File: config.mk
export PLATFORM = sky130hd
export DESIGN_NAME = vram_arbiter
export DESIGN_NICKNAME = d
export VERILOG_FILES = /design/src/rtl/ppu_pkg.sv /design/src/rtl/post_wr_buf.sv /design/src/rtl/vram_arbiter.sv
export SDC_FILE = /design/constraint.sdc
export NUM_CORES = 1
export LEC_CHECK = 0
export ABC_AREA = 1
export CORE_UTILIZATION = 34
export DETAILED_ROUTE_END_ITERATION = 12
export GPL_TIMING_DRIVEN = 0
export HOLD_SLACK_MARGIN = 0.02
export PLACE_DENSITY_LB_ADDON = 0.3
export SYNTH_ARGS = -nofsm -noshare
export SYNTH_HDL_FRONTEND = slang
export SYNTH_SLANG_ARGS = --single-unit
File: constraint.sdc
create_clock -name clk -period 1.1 [get_ports clk]
set_input_delay 0.275 -clock clk [delete_from_list [all_inputs] [get_ports clk]]
set_output_delay 0.275 -clock clk [all_outputs]
set_load 0.05 [all_outputs]
File: src/rtl/ppu_pkg.sv
// Shared PPU types: renderer phases, LCDC register layout, VRAM geometry and
// the posted-write buffer state encoding used by the VRAM arbiter.
package ppu_pkg;

  localparam int unsigned VRAM_AW = 13;
  localparam int unsigned VRAM_DW = 8;

  typedef enum logic [1:0] {
    PHASE_HBLANK = 2'd0,
    PHASE_VBLANK = 2'd1,
    PHASE_OAM    = 2'd2,
    PHASE_DRAW   = 2'd3
  } ppu_phase_t;

  typedef struct packed {
    logic ena;
    logic win_map;
    logic win_ena;
    logic bg_tiles;
    logic bg_map;
    logic obj_size;
    logic obj_ena;
    logic bg_ena;
  } lcdc_t;

  typedef enum logic [1:0] {
    BUF_EMPTY = 2'd0,
    BUF_FULL  = 2'd1,
    DRAIN     = 2'd2
  } vbuf_state_t;

endpackage

File: src/rtl/post_wr_buf.sv
// One-entry posted-write buffer: holds a CPU write captured during DRAW and
// sequences its single-cycle drain once the renderer releases VRAM.
module post_wr_buf
  import ppu_pkg::*;
(
  input  logic               clk,
  input  logic               rst,
  input  logic               draw_own,
  input  logic               push,
  input  logic [VRAM_AW-1:0] push_addr,
  input  logic [VRAM_DW-1:0] push_data,
  output vbuf_state_t        state,
  output logic [VRAM_AW-1:0] buf_addr,
  output logic [VRAM_DW-1:0] buf_data
);

  // Buffer state machine with the captured address/data alongside it
  always_ff @(posedge clk) begin
    if (rst) begin
      state    <= BUF_EMPTY;
      buf_addr <= '0;
      buf_data <= '0;
    end else begin
      case (state)
        BUF_EMPTY: begin
          if (push) begin
            state    <= BUF_FULL;
            buf_addr <= push_addr;
            buf_data <= push_data;
          end
        end
        BUF_FULL: begin
          if (!draw_own) state <= DRAIN;
        end
        DRAIN:   state <= BUF_EMPTY;
        default: state <= BUF_EMPTY;
      endcase
    end
  end

endmodule

File: src/rtl/vram_arbiter.sv
// Arbitrates the single-port VRAM between the CPU bus port and the PPU pixel
// fetcher. The renderer owns VRAM during DRAW; CPU writes landing in DRAW are
// posted (or dropped), CPU reads in DRAW return open bus.
module vram_arbiter
  import ppu_pkg::*;
#(
  parameter bit               POST_WRITES = 1'b1,
  parameter logic [VRAM_DW-1:0] OPEN_BUS  = 8'hFF
) (
  input  logic               clk,
  input  logic               rst,
  input  logic               lcd_ena,
  input  logic [1:0]         phase,
  input  logic               cpu_req,
  input  logic               cpu_we,
  input  logic [VRAM_AW-1:0] cpu_addr,
  input  logic [VRAM_DW-1:0] cpu_wdata,
  output logic               cpu_ready,
  output logic               cpu_rvalid,
  output logic [VRAM_DW-1:0] cpu_rdata,
  input  logic               ren_req,
  input  logic [VRAM_AW-1:0] ren_addr,
  output logic               ren_gnt,
  output logic [VRAM_DW-1:0] ren_rdata,
  output logic [VRAM_AW-1:0] mem_addr,
  output logic               mem_we,
  output logic [VRAM_DW-1:0] mem_din,
  input  logic [VRAM_DW-1:0] mem_dout,
  output logic [7:0]         wr_dropped
);

  vbuf_state_t        buf_state;
  logic [VRAM_AW-1:0] buf_addr;
  logic [VRAM_DW-1:0] buf_data;
  logic               draw_own;
  logic               draining;
  logic               cpu_accept;
  logic               push;
  logic               drop;
  logic               rd_open_q;

  assign draw_own   = lcd_ena && (phase == PHASE_DRAW);
  assign draining   = (buf_state == DRAIN);
  assign cpu_accept = cpu_req && cpu_ready;
  assign push       = POST_WRITES && cpu_accept && cpu_we && draw_own;
  assign drop       = !POST_WRITES && cpu_accept && cpu_we && draw_own;

  post_wr_buf u_post_wr_buf (
    .clk      (clk),
    .rst      (rst),
    .draw_own (draw_own),
    .push     (push),
    .push_addr(cpu_addr),
    .push_data(cpu_wdata),
    .state    (buf_state),
    .buf_addr (buf_addr),
    .buf_data (buf_data)
  );

  // VRAM port mux, CPU handshake and renderer grant
  always_comb begin
    cpu_ready = 1'b1;
    ren_gnt   = 1'b0;
    mem_addr  = cpu_addr;
    mem_we    = 1'b0;
    mem_din   = cpu_wdata;
    if (draining) begin
      cpu_ready = 1'b0;
      mem_addr  = buf_addr;
      mem_din   = buf_data;
      mem_we    = 1'b1;
    end else if (draw_own) begin
      mem_addr = ren_addr;
      ren_gnt  = ren_req;
      if (POST_WRITES && cpu_we && (buf_state == BUF_FULL)) cpu_ready = 1'b0;
    end else if (buf_state == BUF_FULL) begin
      // CPU is held until the buffered write has drained so a newer access
      // can never be overtaken by the older posted write
      cpu_ready = 1'b0;
      mem_addr  = ren_addr;
      ren_gnt   = ren_req;
    end else begin
      mem_we  = cpu_req && cpu_we;
      ren_gnt = ren_req && !cpu_req;
      // An idle CPU lets a granted fetch actually address its own location
      if (ren_req && !cpu_req) mem_addr = ren_addr;
    end
  end

  // Read-return pulse, open-bus flag and dropped-write counter
  always_ff @(posedge clk) begin
    if (rst) begin
      cpu_rvalid <= 1'b0;
      rd_open_q  <= 1'b1;
      wr_dropped <= '0;
    end else begin
      cpu_rvalid <= cpu_accept && !cpu_we;
      if (cpu_accept && !cpu_we) rd_open_q <= draw_own;
      if (drop && (wr_dropped != 8'hFF)) wr_dropped <= wr_dropped + 8'd1;
    end
  end

  assign cpu_rdata = rd_open_q ? OPEN_BUS : mem_dout;
  assign ren_rdata = mem_dout;

endmodule

# Word level (Yosys, flattened, before mapping)
# Index checks and enable logic that the tools add are counted.
[op_classes]
addsub = 0
n_mul = 0
div = 0
n_lt_le_gt_ge = 0
eq_ne = 5
shifts = 0
n_mux = 19
n_bitwise = 0
reduce_logical = 13
[ops]
columns = ["cell", "count"]
rows = [
  ["two-way mux 13 bit", 4],
  ["two-way mux 8 bit", 2],
  ["two-way mux 1 bit", 10],
  ["logical AND 1 bit", 8],
  ["equality test 2 bit (second input constant)", 2],
  ["two-way mux 2 bit", 2],
  ["!= test 2 bit (second input constant)", 2],
  ["case mux 2 bit (2 select lines)", 1],
  ["AND reduction 2 bit", 2],
  ["equality test 2 x 1 -> 1 bit (second input constant)", 1],
  ["zero test 1 bit", 2],
  ["zero test 2 bit", 1],
]
[totals]
regBits = 25
latch_bits = 0
mem_bits_rw = 0
mem_bits_ro = 0
inputBits = 50
out_inout_bits = 49
elab_cells = 42
mem_count = 0

# Logic depth before layout (Yosys ltp)
[logic_depth]
depth_word = 10
ltp_mapped = 9
ltp_nobuf = 8

# By module
# From an unflattened synthesis, not the netlist that was laid out.
[hier_totals]
cells_unflattened = 299
area_unflattened_um2 = 1930.6
[modules_own_cells]
columns = ["mod", "n_inst", "cells_each", "area_each_um2", "seq_area_each_um2"]
rows = [
  ["post_wr_buf", 1, 147, 1051.0, 460.4],
  ["vram_arbiter", 1, 152, 879.6, 40.0],
]

# Worst setup path after synthesis
# OpenSTA, ideal clock, no wires.
[synth_path]
path_type = "register to output"
from = "register u_post_wr_buf.state[1]"
to = "output mem_din[0]"
t_arrival_ns = 1.904
required_ns = 0.825
path_slack_ns = -1.079
path_stages_with_launch = 6
n_path_buf = 1
path_cell_list = "dfxtp_1 > inv_1 > nor2_1 > inv_2 > clkbuf_1 > o21ai_0"
[synth_between]
elab_chain_len = 2
[synth_rtl]
columns = ["item", "line_no", "source"]
rows = [
  ["start: declaration", "post_wr_buf.sv:12", "output vbuf_state_t state,"],
  ["start signal: assignment", "post_wr_buf.sv:20", "state <= BUF_EMPTY;"],
  ["start signal: assignment", "post_wr_buf.sv:27", "state <= BUF_FULL;"],
  ["start signal: assignment", "post_wr_buf.sv:33", "if (!draw_own) state <= DRAIN;"],
  ["equality test 2 bit", "vram_arbiter.sv:43", "assign draining = (buf_state == DRAIN);"],
  ["two-way mux 8 bit", "vram_arbiter.sv:67", "if (draining) begin"],
  ["end: declaration", "vram_arbiter.sv:27", "output logic [VRAM_DW-1:0] mem_din,"],
]
# No other way between the ends.

# Worst setup path in the final report
[layout_path]
from = "register u_post_wr_buf.state[1]"
to = "output mem_addr[4]"
[layout_between]
elab_chain_len = 4
word_cells_on_any_way = 5
cone_classes = "eq/ne: 2; mux: 3"
[layout_rtl]
columns = ["item", "line_no", "source"]
rows = [
  ["equality test 2 x 1 -> 1 bit", "vram_arbiter.sv:76", "end else if (buf_state == BUF_FULL) begin"],
  ["two-way mux 13 bit", "vram_arbiter.sv:76", ""],
  ["two-way mux 13 bit", "vram_arbiter.sv:72", "end else if (draw_own) begin"],
  ["two-way mux 13 bit *", "vram_arbiter.sv:67", ""],
  ["end: declaration", "vram_arbiter.sv:25", "output logic [VRAM_AW-1:0] mem_addr,"],
]
# Every way passes the cells marked *; elsewhere a longest branch is shown, timed or not.

==> metrics.md <==
| Metric | Value |
|---|---|
| MaxCap Viol Count | `0` |
| Final Instance Area | `0.00373 mm^2` |
| Post-route setup slack | `-0.876 ns` |
| WS Path Type | `flop to output port` |
| RSZ-0062 raised after global routing | `true` |
| Fin Setup TNS | `-30.07 ns` |
| Clock power frac | `19.1%` |
| Final Setup Violations | `56` |
| Largest net degree at the start of global routing | `14` |
| WHS | `about 0.4 ns` |
| Failing checks | `setup timing` |
| CTS tree | `built` |
| Clock Tree Buf Depth | `2` |
| First-pass GRT wire length | `9320 um` |
| Slew Viols, Final | `0` |
| Vias/cell | `4.51` |
| Sink Count | `25` |
| CTS Buf Count | `3` |
| Skew final | `0.00254 ns` |
| Initial Util | `35.2%` |
| Crit end category | `output port` |
| Die Width | `about 72 um` |
| Syn Inst Count | `267` |
| GP Congestion | `0.806` |
| Final period utilization | `180%` |
| Sw frac | `a little under two fifths` |
| Placed Cells | `431` |
| Clock slew at reported path FFs | `0.09 ns` |
| Outcome | `finished, violations left` |
| CP Data Arrival Time | `1.70 ns` |
| Routed vias | `2122` |
| Vias in the first global route | `between 1.5k and 2k` |
| Pleak | `1.77 nW` |
| H-tree depth | `1` |
| Synthesized area per cell | `6.23 um^2` |
| Maximum clock rate | `0.506 GHz` |
| Sw Pwr | `1.11 mW` |
| Post-detailed-route count of antenna-violating nets | `0` |
| CP max FO | `6` |
| FF-to-FF Start | `u_post_wr_buf.state[1]$_SDFFE_PP0P_` |
| Sequential area share after synthesis | `a little under a third` |
| CP Launch Type | `flop` |
| Hpwl dp | `3650 um` |
| CP Data Required Time | `0.82 ns` |
| Detailed Routing Iterations Pass 1 | `4` |
| DP Area | `0.00303 mm^2` |
| HP Start | `cpu_we` |
| Core area | `0.00472 mm^2` |
| Synthesis-to-layout area growth | `125%` |
| Mapped cell area | `between 0.0015 and 0.002 mm^2` |
| N_diodes | `0` |
| Boundary Pins | `99` |
| Max VDD drop | `approximately 830 uV` |
| Power Density | `780 mW/mm^2` |
| Row count | `25` |
| Tot GR Track Use | `22.9%` |
| HP Class | `input port to flop` |
| FF+latch count, synth | `25` |
| Fin cells | `between 400 and 500` |
| Die area | `0.00517 mm^2` |
| Power Internal | `1.81 mW` |
| Fillers | `295` |
| CTS root buffer | `clkbuf_8` |
| Grt ovf | `0` |
| Sequential Power Share | `32.0%` |
| DRT iter0 DRCs | `71` |
| Routed wire length | `between 6000 and 7000 um` |
| Port buffer count | `90` |
| Fin. Hold Viols | `0` |
| DP Worst Slack | `-1.67 ns` |
| Hold-fix buffers, CTS | `0` |
| Synthesis warning total | `0` |
| Initial antenna violation count | `0` |
| Nets | `454` |
| Power, Total | `2.91 mW` |
| Share of cells above drive strength 1 | `45.2%` |
| Chip height | `between 70 and 80 um` |
| Util after Layout | `between 70 and 80%` |
| WL/cell | `13.7 um` |
| DRC | `0` |
| Logic pwr share | `just under 50%` |
| Final Critical Period | `~2.0 ns` |
| Clock latency at the later pin of the worst-skew pair | `0.27 ns` |
| CP startpoint | `u_post_wr_buf.state[1]$_SDFFE_PP0P_` |
| Library cells used by synthesis | `23` |
==> state kept, by name (all words and copies together) (netlist names) <==
signal and count:
u_post_wr_buf.buf_data 8, cpu_rvalid 1, u_post_wr_buf.state 2, u_post_wr_buf.buf_addr 13
rd_open_q 1
==> routing by layer <==
layer / vias up / wire (um) / global-route usage [%]
met5: - / 0 / 0
met4: 0 / 158 / 5.01
met3: 14 / 328 / 4.44
met2: 73 / 3480 / 42.8
met1: 970 / 2480 / 27.0
li1: 1065 / - / -
==> repair_timing <==
item / CTS / global route
pin swaps: 20 / 22
gates resized for setup: 350 / 49
gates cloned: 6 / 1
endpoints found under the setup margin: 65 / 63
buffers inserted: 12 / 18
==> cell families (layout without fill, tap and decap cells) <==
family,Yosys count,count (layout),share of synthesized area (%)
AOI/OAI and AO/OA,36,36,12.8
and+or+nand+nor,136,136,35.4
other,1,8,0.226
DFF,25,25,30.1
buffers and inverters,69,198,21.5
==> critical path, cell delays in order (launching register included) <==
cell and delay, ns:
dfxtp_2 0.37, inv_4 0.06, nand2_4 0.07, nand3_4 0.18, buf_8 0.20, o211ai_1 0.29, o21ai_4 0.10, buf_6 0.16
==> area by class of cell <==
type | instances | area [um^2] | area share [%]
repair buffers | 125 | 1400 | 37.4
multi-input cells | 180 | 1230 | 33.0
flip-flops and latches | 25 | 509 | 13.6
plain buffers | 28 | 290 | 7.77
inverters | 41 | 179 | 4.79
well taps | 67 | 83.8 | 2.24
clock buffers | 4 | 45.0 | 1.21
==> layout by cell type, fill, tap and decap left out, types with 2 or more instances in the layout <==
| cell type | Yosys | routed |
|---|---|---|
| nand2_1 | 71 | 54 |
| buf_6 | 4 | 51 |
| inv_1 | 39 | 37 |
| nor2_1 | 46 | 35 |
| clkdlybuf4s50_1 | 0 | 35 |
| buf_4 | 17 | 28 |
| dfxtp_1 | 25 | 22 |
| o21ai_4 | 0 | 21 |
| buf_8 | 0 | 14 |
| nand2_2 | 1 | 13 |
| o211ai_1 | 13 | 13 |
| dlygate4sd2_1 | 0 | 12 |
| nor2_2 | 0 | 9 |
| or2_4 | 0 | 8 |
| conb_1 | 1 | 8 |
| nand2_4 | 0 | 5 |
| buf_12 | 0 | 4 |
| nor2_4 | 1 | 3 |
| clkbuf_16 | 0 | 3 |
| clkbuf_8 | 0 | 3 |
| nand3_4 | 1 | 2 |
| nand4_1 | 2 | 2 |
| buf_2 | 4 | 2 |
| buf_16 | 0 | 2 |
| dfxtp_4 | 0 | 2 |
==> worst paths after layout <==
path,endpoint,slack (ns),cells after the start
setup / recovery,mem_addr[4],-0.88,7
hold reg to reg,u_post_wr_buf.buf_addr[3]$_SDFFE_PP0P_,0.58,4
setup reg to reg,u_post_wr_buf.buf_addr[4]$_SDFFE_PP0P_,-0.42,10
hold / removal,cpu_rvalid$_SDFF_PP0_,0.39,4
==> synthesized netlist by cell type, drive strengths merged <==
cell | number | share of area, %
buf | 25 | 12
nor3 | 2 | 0.60
o21ai | 21 | 6.3
or2 | 8 | 3.0
inv | 41 | 9.3
dfxtp | 25 | 30
nand2 | 72 | 16
nor2 | 47 | 11
conb | 1 | 0.23
nand4 | 3 | 2.0
clkbuf | 3 | 0.68
nand3 | 4 | 2.3
a21oi | 2 | 0.60
o211ai | 13 | 5.9
==> power groups by stage <==
stage          clock network [mW]  logic (mW)  registers [mW]
6_report                    0.557        1.42           0.933
3_3_place_gp                    0        1.21           0.956
4_1_cts                     0.583        1.32           0.935
2_1_floorplan                   0       0.780           0.960
5_1_grt                     0.607        1.49           0.936
3_5_place_dp                    0        1.21           0.957
(Power assumes the default switching activity.)
